## config.mk

```make
export PLATFORM = sky130hd
export DESIGN_NAME = bitstream_fetch_ctrl
export DESIGN_NICKNAME = d
export VERILOG_FILES = /design/src/rtl/bitstream_fetch_ctrl.sv
export SDC_FILE = /design/constraint.sdc
export NUM_CORES = 1
export LEC_CHECK = 0
export CAP_MARGIN = 30
export CORE_UTILIZATION = 30
export CTS_CLUSTER_SIZE = 24
export DETAILED_ROUTE_END_ITERATION = 16
export DONT_BUFFER_PORTS = 1
export GPL_TIMING_DRIVEN = 0
export HOLD_SLACK_MARGIN = 0.03
export PLACE_DENSITY_LB_ADDON = 0.25
export SLEW_MARGIN = 30
export SYNTH_ARGS = -nofsm -noshare
export SYNTH_HDL_FRONTEND = slang
export SYNTH_SLANG_ARGS = --single-unit
```

## constraint.sdc

```tcl
create_clock -name clk -period 5.76 [get_ports clk]
set_input_delay 0.576 -clock clk [delete_from_list [all_inputs] [get_ports clk]]
set_output_delay 0.576 -clock clk [all_outputs]
set_load 0.03 [all_outputs]
```

## src/rtl/bitstream_fetch_ctrl.sv

```systemverilog
// Read-side controller for the encoded-bitstream RAM.
// Issues active-low reads to the 16-bit bitstream RAM and keeps a small prefetch FIFO
// topped up. It presents the parser with a left-aligned 16-bit window that can advance
// by 0..16 bits per cycle.
module bitstream_fetch_ctrl #(
    parameter int FIFO_DEPTH = 4  // prefetch depth in words, 2..8
) (
    input  logic        clk,
    input  logic        reset_n,
    input  logic        start,
    input  logic [16:0] start_addr,
    output logic        BitStream_ram_ren,
    output logic [16:0] BitStream_ram_addr,
    input  logic [15:0] BitStream_ram_data,
    output logic [15:0] bits_window,
    output logic        window_valid,
    input  logic [4:0]  consume_len,
    output logic        aligned
);

    localparam int PTR_W = (FIFO_DEPTH > 1) ? $clog2(FIFO_DEPTH) : 1;
    localparam int CNT_W = $clog2(FIFO_DEPTH + 1);
    localparam logic [PTR_W-1:0] LAST_PTR    = PTR_W'(FIFO_DEPTH - 1);
    localparam logic [4:0]       DEPTH_LIMIT = 5'(FIFO_DEPTH);

    // Fetch side
    logic              running;         // a stream has been started since reset
    logic              ren;             // registered active-low read enable
    logic [16:0]       addrReg;         // address of the read currently on the bus
    logic [16:0]       nextAddr;        // address the next issued read will use
    logic              capturePending;  // RAM data for the current stream is on the bus

    // Prefetch FIFO
    logic [15:0]       fifoMem [FIFO_DEPTH];
    logic [PTR_W-1:0]  wrPtr;
    logic [PTR_W-1:0]  rdPtr;
    logic [CNT_W-1:0]  fifoCount;

    // Bit buffer
    logic [31:0]       bitBuf;
    logic [5:0]        bitCount;
    logic [3:0]        bitOffset;

    // Per-cycle decisions
    logic [4:0]        consumeAmt;
    logic [5:0]        postCount;
    logic [31:0]       shiftedBuf;
    logic [31:0]       refillBits;
    logic              doPop;
    logic [31:0]       nextBuf;
    logic [5:0]        nextCount;
    logic [4:0]        reservedSlots;
    logic              doIssue;

    function automatic logic [PTR_W-1:0] bumpPtr(input logic [PTR_W-1:0] p);
        return (p == LAST_PTR) ? '0 : p + PTR_W'(1);
    endfunction

    // Consume-then-refill datapath and the prefetch issue decision
    always_comb begin
        // NOTE: every signal assigned here gets a default first so no latch is inferred.
        consumeAmt = 5'd0;
        if (bitCount >= 6'd16) begin
            consumeAmt = (consume_len > 5'd16) ? 5'd16 : consume_len;
        end
        postCount  = bitCount - {1'b0, consumeAmt};
        shiftedBuf = bitBuf << consumeAmt;
        doPop      = (postCount <= 6'd16) && (fifoCount != '0);
        // Popped word lands directly below the bits still held after the consume.
        refillBits = {fifoMem[rdPtr], 16'h0000} >> postCount;
        nextBuf    = doPop ? (shiftedBuf | refillBits) : shiftedBuf;
        nextCount  = doPop ? (postCount + 6'd16) : postCount;
        // Slots spoken for after this edge: stored words, the word on the RAM bus,
        // the read being sampled now, less the word leaving for the bit buffer.
        reservedSlots = 5'(fifoCount) + {4'd0, capturePending} + {4'd0, ~ren}
                        - {4'd0, doPop};
        doIssue = running && (reservedSlots < DEPTH_LIMIT);
    end

    // Read issue: registered ren/addr, one read per cycle while a slot is free
    always_ff @(posedge clk or negedge reset_n) begin
        // NOTE: sequential state uses non-blocking assignments so every flop samples
        // pre-edge values regardless of block ordering.
        if (!reset_n) begin
            running  <= 1'b0;
            ren      <= 1'b1;
            addrReg  <= '0;
            nextAddr <= '0;
        end else if (start) begin
            running  <= 1'b1;
            ren      <= 1'b0;
            addrReg  <= start_addr;
            nextAddr <= start_addr + 17'd1;
        end else if (doIssue) begin
            ren      <= 1'b0;
            addrReg  <= nextAddr;
            nextAddr <= nextAddr + 17'd1;
        end else begin
            ren      <= 1'b1;
        end
    end

    // Capture tracking and FIFO pointers; start begins a new epoch so any
    // data returning from older reads is never marked for capture
    always_ff @(posedge clk or negedge reset_n) begin
        if (!reset_n) begin
            capturePending <= 1'b0;
            wrPtr          <= '0;
            rdPtr          <= '0;
            fifoCount      <= '0;
        end else if (start) begin
            capturePending <= 1'b0;
            wrPtr          <= '0;
            rdPtr          <= '0;
            fifoCount      <= '0;
        end else begin
            capturePending <= ~ren;
            if (capturePending) begin
                wrPtr <= bumpPtr(wrPtr);
            end
            if (doPop) begin
                rdPtr <= bumpPtr(rdPtr);
            end
            case ({capturePending, doPop})
                2'b10:   fifoCount <= fifoCount + CNT_W'(1);
                2'b01:   fifoCount <= fifoCount - CNT_W'(1);
                default: fifoCount <= fifoCount;
            endcase
        end
    end

    // FIFO storage write
    always_ff @(posedge clk) begin
        // NOTE: storage array is not reset; pointers and count define what is valid.
        if (capturePending && !start) begin
            fifoMem[wrPtr] <= BitStream_ram_data;
        end
    end

    // Bit buffer, fill count and bit offset
    always_ff @(posedge clk or negedge reset_n) begin
        if (!reset_n) begin
            bitBuf    <= '0;
            bitCount  <= '0;
            bitOffset <= '0;
        end else if (start) begin
            bitBuf    <= '0;
            bitCount  <= '0;
            bitOffset <= '0;
        end else begin
            bitBuf    <= nextBuf;
            bitCount  <= nextCount;
            bitOffset <= bitOffset + consumeAmt[3:0];  // 16 wraps to 0
        end
    end

    assign BitStream_ram_ren  = ren;
    assign BitStream_ram_addr = addrReg;
    assign bits_window        = bitBuf[31:16];
    assign window_valid       = (bitCount >= 6'd16);
    assign aligned            = (bitOffset == 4'd0);

endmodule

```

After elaboration in Yosys (flattened, before gate mapping)
Memory sizes are Yosys's and may differ from the RTL's.
Cells that the tools add are included.
{"block": "classes", "add_sub_neg": 12, "mul": 0, "div_mod_pow": 0, "order_cmp": 4, "n_eq_ne": 4, "shift": 2, "mux": 24, "n_bitwise": 2, "n_reduce_logical": 10}
{"op": "$mux W17", "n": 4}
{"op": "$mux W32", "n": 2}
{"op": "$add A17 B1 Y17 const B", "n": 2}
{"op": "$or A32 B32 Y32", "n": 1}
{"op": "$shl A32 B5 Y32", "n": 1}
{"op": "$shr A32 B6 Y32", "n": 1}
{"op": "$mux W2", "n": 6}
{"op": "$mux W6", "n": 2}
{"op": "$mux W5", "n": 2}
{"op": "$add A6 B5 Y6 const B", "n": 1}
{"op": "$eq A2 B2 Y1 const B", "n": 3}
{"op": "$ge A6 B5 Y1 const B", "n": 1}
{"op": "$le A6 B5 Y1 const B", "n": 1}
{"op": "$pmux W3 S2", "n": 1}
{"op": "$reduce_bool A2 Y1", "n": 3}
{"op": "$reduce_bool A3 Y1", "n": 2}
{"op": "$sub A6 B5 Y6", "n": 1}
{"op": "$add A4 B1 Y5", "n": 1}
{"op": "$gt A5 B5 Y1 const B", "n": 1}
{"op": "$lt A5 B3 Y1 const B", "n": 1}
{"op": "$mux W1", "n": 5}
{"op": "$sub A5 B1 Y5", "n": 1}
{"op": "$add A2 B1 Y2 const B", "n": 2}
{"op": "$add A3 B1 Y4", "n": 1}
{"op": "other kinds (10)", "n": 12}
{"block": "totals", "register_bits": 86, "latchBits": 0, "mem_bits_rw": 64, "romBits": 0, "mem_count": 1}
{"memory": "fifoMem", "words": 4, "width": 16, "read_ports": 1, "rd_clocked_by_memory_dff": 0, "write_ports": 1, "line_no": "34", "text": "logic [15:0] fifoMem [FIFO_DEPTH];"}

Logic depth before layout (Yosys ltp)
{"block": "depth", "ltp_word": 11, "depth_mapped": 27}

Worst setup path after synthesis
No wires, ideal clock.
{"block": "synth_timing", "path_type": "input-to-reg", "start": "in consume_len[4]", "end": "reg addrReg[14], in the netlist BitStream_ram_addr[14]", "setup_time_ps": 132, "t_arrival_ps": 5121, "required_time_ps": 5628, "slack_ps": 507, "path_stages": 25, "path_buffers": 4, "cell_sequence": "o21ba_2 > nand2_2 > inv_4 > buf_6 > buf_6 > ha_1 > inv_1 > fa_1 > xnor2_2 > nand2_1 > or4_4 > nand3_1 > nand2_1 > inv_2 > ha_1 > inv_1 > ha_1 > a21oi_1 > nand2b_1 > o221ai_1 > o211ai_1 > buf_2 > buf_2 > mux2i_1 > o21ai_1"}
{"block": "synth_via", "elab_chain_len": 10}
{"item": "from (decl)", "line_no": "17", "text": "input logic [4:0] consume_len,"}
{"item": "$gt A5 B5 Y1", "line_no": "64", "text": "consumeAmt = (consume_len > 5'd16) ? 5'd16 : consume_len;"}
{"item": "$mux W5 *", "line_no": "64"}
{"item": "$mux W5 *", "line_no": "63", "text": "if (bitCount >= 6'd16) begin"}
{"item": "$sub A6 B5 Y6 *", "line_no": "66", "text": "postCount = bitCount - {1'b0, consumeAmt};"}
{"item": "$le A6 B5 Y1 *", "line_no": "68", "text": "doPop = (postCount <= 6'd16) && (fifoCount != '0);"}
{"item": "$logic_and A1 B1 Y1 *", "line_no": "68"}
{"item": "$sub A5 B1 Y5 *", "line_no": "76", "text": "- {4'd0, doPop};"}
{"item": "$lt A5 B3 Y1 *", "line_no": "77", "text": "doIssue = running && (reservedSlots < DEPTH_LIMIT);"}
{"item": "$logic_and A1 B1 Y1 *", "line_no": "77"}
{"item": "$reduce_bool A2 Y1 (no source line) *"}
{"item": "to (signal assigned)", "line_no": "92", "text": "addrReg <= start_addr;"}
{"item": "to (signal assigned)", "line_no": "96", "text": "addrReg <= nextAddr;"}
{"item": "to (decl)", "line_no": "29", "text": "logic [16:0] addrReg;"}
Every way passes the cells marked *; elsewhere a longest branch is shown, timed or not.
A chain may end at the register's enable or synchronous reset.

Worst setup path after layout
{"block": "layout_timing", "start": "reg bitCount[4]", "end": "reg nextAddr[12]"}
{"block": "layout_via", "elab_chain_len": 9}
{"item": "from (decl)", "line_no": "41", "text": "logic [5:0] bitCount;"}
{"item": "from (signal assigned)", "line_no": "152", "text": "bitCount <= nextCount;"}
{"item": "$ge A6 B5 Y1", "line_no": "63"}
{"item": "$mux W5", "line_no": "63"}
{"item": "$sub A6 B5 Y6 *", "line_no": "66"}
{"item": "$le A6 B5 Y1 *", "line_no": "68"}
{"item": "$logic_and A1 B1 Y1 *", "line_no": "68"}
{"item": "$sub A5 B1 Y5 *", "line_no": "76"}
{"item": "$lt A5 B3 Y1 *", "line_no": "77"}
{"item": "$logic_and A1 B1 Y1 *", "line_no": "77"}
{"item": "$reduce_bool A2 Y1 (no source line) *"}
{"item": "to (signal assigned)", "line_no": "93", "text": "nextAddr <= start_addr + 17'd1;"}
{"item": "to (signal assigned)", "line_no": "97", "text": "nextAddr <= nextAddr + 17'd1;"}
{"item": "to (decl)", "line_no": "30", "text": "logic [16:0] nextAddr;"}
Marked as above.

==> metrics.txt <==
final worst slack 0.328 ns; cts bufs inserted 17; FF-to-FF path depth 26; Synth cell types 78; Gate Count Post-Synth 919; Setup crit end kind flop; Achievable Freq 184 MHz; via count 7666; CTS H-tree lvls 4; Max FO, Critical Path 11; Overflow after GRT 0; reg-to-reg endpoint nextAddr[12]$_DFFE_PN0P_; yosys warns 0; area growth from synthesis to layout 12.9%; largest net degree at the start of global routing 87; data required time at the worst endpoint 6.07 ns; Slew headroom 38.2%; syn avg cell area 10.8 µm²; first-pass GRT wire length 46.1 mm; largest family of logic cells by synthesized area multiplexers; syn nets 981; vias in the first global route 7555; WL/cell 21.5 µm; min Tclk post-route 5.43 ns; Worst Hold Class in2async; r2r setup slk 0.33 ns; antenna violations before repair 0; Primary FF master, synth dfrtp_1; Least-Margin Pin Slew 0.927 ns; Mapped Area 9880 µm²; Inserted Diodes 0; pwr/cell area 625 nW/µm²; # clock sinks 150; top cells by area, synth dfrtp_1, edfxtp_1, mux4_2; mux cell area share after synthesis 21.3%; max-capacitance violation count 0; clock skew 0.0233 ns; via density per instance 5.49; Place WS -0.826 ns; DRT iter0 DRCs 678; DP Cell Count 1361; CP Class reg2reg; Worst Setup SP bitCount[4]$_DFF_PN0_; CTS root buffer clkbuf_16; post-synthesis sequential area ratio 41.2%; EDFF count, synth 64; Pleak 4.18 nW; Post-synth ARST share 57.3%; port buffer count 0; CTS Buffer Depth 2; clock slew at reported path FFs 0.07 ns; Tcrit/Tclk final 94.3%; Cell Area, Placed 10400 µm²; Setup crit start kind flop; Synth Area in Compound Gates 13.3%; utilization after layout 34.4%; drt pass-1 iters 5; Nets 1003; Total Power 6.97 mW; gr usage total 18.1%; row count 66; r2r startpoint bitCount[4]$_DFF_PN0_; dpl hpwl 22.2 mm; RePlAce Congestion 0.935; adder-cell area share of the yosys netlist 2.89%; critical path endpoint nextAddr[12]$_DFFE_PN0P_; Clock Latency Late Sink 0.44 ns; xor and xnor area share after synthesis 3.44%; io pins 77; CTS tree yes; Die X-Extent 184 µm; status finished, final reports clean; Layout Cells excl Fill 1396; post-route ant nets 0; final setup vio count 0; starting density of the core 30.5%; Yosys reg bits 150; Final Cell Area 11200 µm²; Yosys top cell area share 21.5%; Die ar. 33700 µm²; final wirelength 30.1 mm; Final Max Tran Viols 0; CP arrival 5.75 ns; Core Box Area 32500 µm²; simple-gate area share of the yosys netlist 12.7%; final hold vios 0; die height 184 µm; VDD IR-drop max 0.316 mV; DRC Markers 0; post-synth top area cell dfrtp_1; share of cells above drive strength 1 18.1%
[how the worst min path moves through the flow]
stage | startpoint | end | slack (ns) | cells after the start
global route | reset_n | BitStream_ram_addr[9]$_DFFE_PN0P_ | 0.07 | 1
finish | reset_n | BitStream_ram_addr[9]$_DFFE_PN0P_ | 0.07 | 1
CTS | reset_n | rdPtr[0]$_DFFE_PN0P_ | 0.08 | 1
floorplan | reset_n | BitStream_ram_addr[0]$_DFFE_PN0P_ | 0.28 | 0
global placement | reset_n | BitStream_ram_addr[13]$_DFFE_PN0P_ | 0.28 | 0
detailed placement | reset_n | BitStream_ram_addr[14]$_DFFE_PN0P_ | 0.29 | 0
[worst max-delay path, cell delays in order (launching register included)]
cell and delay, ns:
dfrtp_1 0.44, o21ba_2 0.25, nand2_2 0.19, inv_6 0.09
buf_6 0.17, buf_8 0.17, ha_1 0.20, inv_1 0.07
fa_2 0.51, inv_4 0.15, nand2_2 0.11, or4_4 0.54
nand3_2 0.14, nand2_1 0.12, inv_2 0.15, ha_1 0.25
inv_1 0.06, ha_1 0.22, a21oi_2 0.17, nor2_1 0.06
o31ai_1 0.23, o211ai_1 0.12, buf_4 0.16, clkbuf_4 0.20
nor3_2 0.22, nor2_1 0.06, a221o_1 0.25
[synth_stat cells, types with 4 or more instances]
master and number:
dfrtp_1 85, nand2_1 85, mux2i_1 81, nor2_1 72, edfxtp_1 64, mux4_2 48, a21oi_1 44, nand3_1 37
clkbuf_1 27, o21ai_0 24, xnor2_1 24, buf_2 20, inv_1 19, o21ai_1 19, buf_4 18, ha_1 18
nor3_1 16, xor2_1 13, a211oi_1 12, a22oi_1 11, o22ai_1 11, mux2_2 10, mux2_1 9, nand3b_1 9
and2_1 8, nor2b_1 8, buf_1 7, o22a_1 7, and3_1 6, a31oi_1 5, buf_6 5, inv_2 5
nand2b_1 5, o211ai_1 5, a21o_1 4, a221o_1 4, o31ai_1 4
[flip-flops by register name (all words and copies together) (netlist names)]
signal              cells
capturePending          1
bitOffset               4
running                 1
nextAddr               17
bitCount                6
bitBuf                 32
wrPtr                   2
BitStream_ram_addr     17
BitStream_ram_ren       1
rdPtr                   2
fifoCount               3
fifoMem                64
[logic make-up after synthesis]
logic type,Yosys count
compound gates,193
xor+xnor,38
fa+ha+maj,21
buf+inv,102
flops,150
mux,148
simple gates,267
[power breakdown]
group | switching (mW) | total, mW | internal, mW
sequential | 0.333 | 1.67 | 1.34
clock | 0.558 | 1.14 | 0.586
combinational | 2.59 | 4.16 | 1.57
[layout make-up]
cell class | instances | area (µm²)
Fill cell | 3282 | 21300
Inverter | 25 | 101
Buffer | 76 | 440
Sequential cell | 150 | 4080
Tap cell | 442 | 553
Clock buffer | 17 | 425
Multi-Input combinational cell | 667 | 5340
Timing Repair Buffer | 4 | 50.0
Clock inverter | 15 | 173
[routing by layer]
metal  vias up  track usage (%)  share of wire (%)
li1       3481                -                  -
met3        40             4.02                6.2
met4         0             5.13                1.9
met2       261             27.7                 46
met1      3884             25.5                 46
met5         -                0                  0
[metrics by stage]
step / hold slack [ns] / TNS [ns]
3_5_place_dp: 0.286 / -20.86
4_1_cts: 0.0805 / 0
3_3_place_gp: 0.285 / -18.40
5_1_grt: 0.0743 / -0.00518
2_1_floorplan: 0.280 / 0
6_report: 0.0690 / 0
[what timing repair did]
| item | CTS | global route |
|---|---|---|
| resized for setup | 10 | 12 |
| hold buffers | 1 | 0 |
| endpoints found under the setup margin | 35 | 34 |
| pin swaps | 1 | 0 |
| setup buffers | 2 | 1 |
| endpoints found under the hold margin | 86 | 0 |
[placed cells by master (no fill, tap or decap), types with 8 or more instances in the layout]
master / count
nor3_1: 15
nand2_1: 84
buf_2: 15
xnor2_1: 24
a211oi_1: 12
clkbuf_16: 17
mux2i_1: 81
xor2_1: 13
nor2_1: 72
o22ai_1: 11
nor2b_1: 8
and2_1: 8
mux2_1: 9
dfrtp_1: 84
nand3_1: 36
clkbuf_1: 24
buf_4: 24
o21ai_1: 19
mux4_2: 48
ha_1: 18
a21oi_1: 42
nand3b_1: 9
o21ai_0: 24
edfxtp_1: 64
inv_1: 19
mux2_2: 10
a22oi_1: 11
No activity file was read; power rests on OpenSTA's default activity.
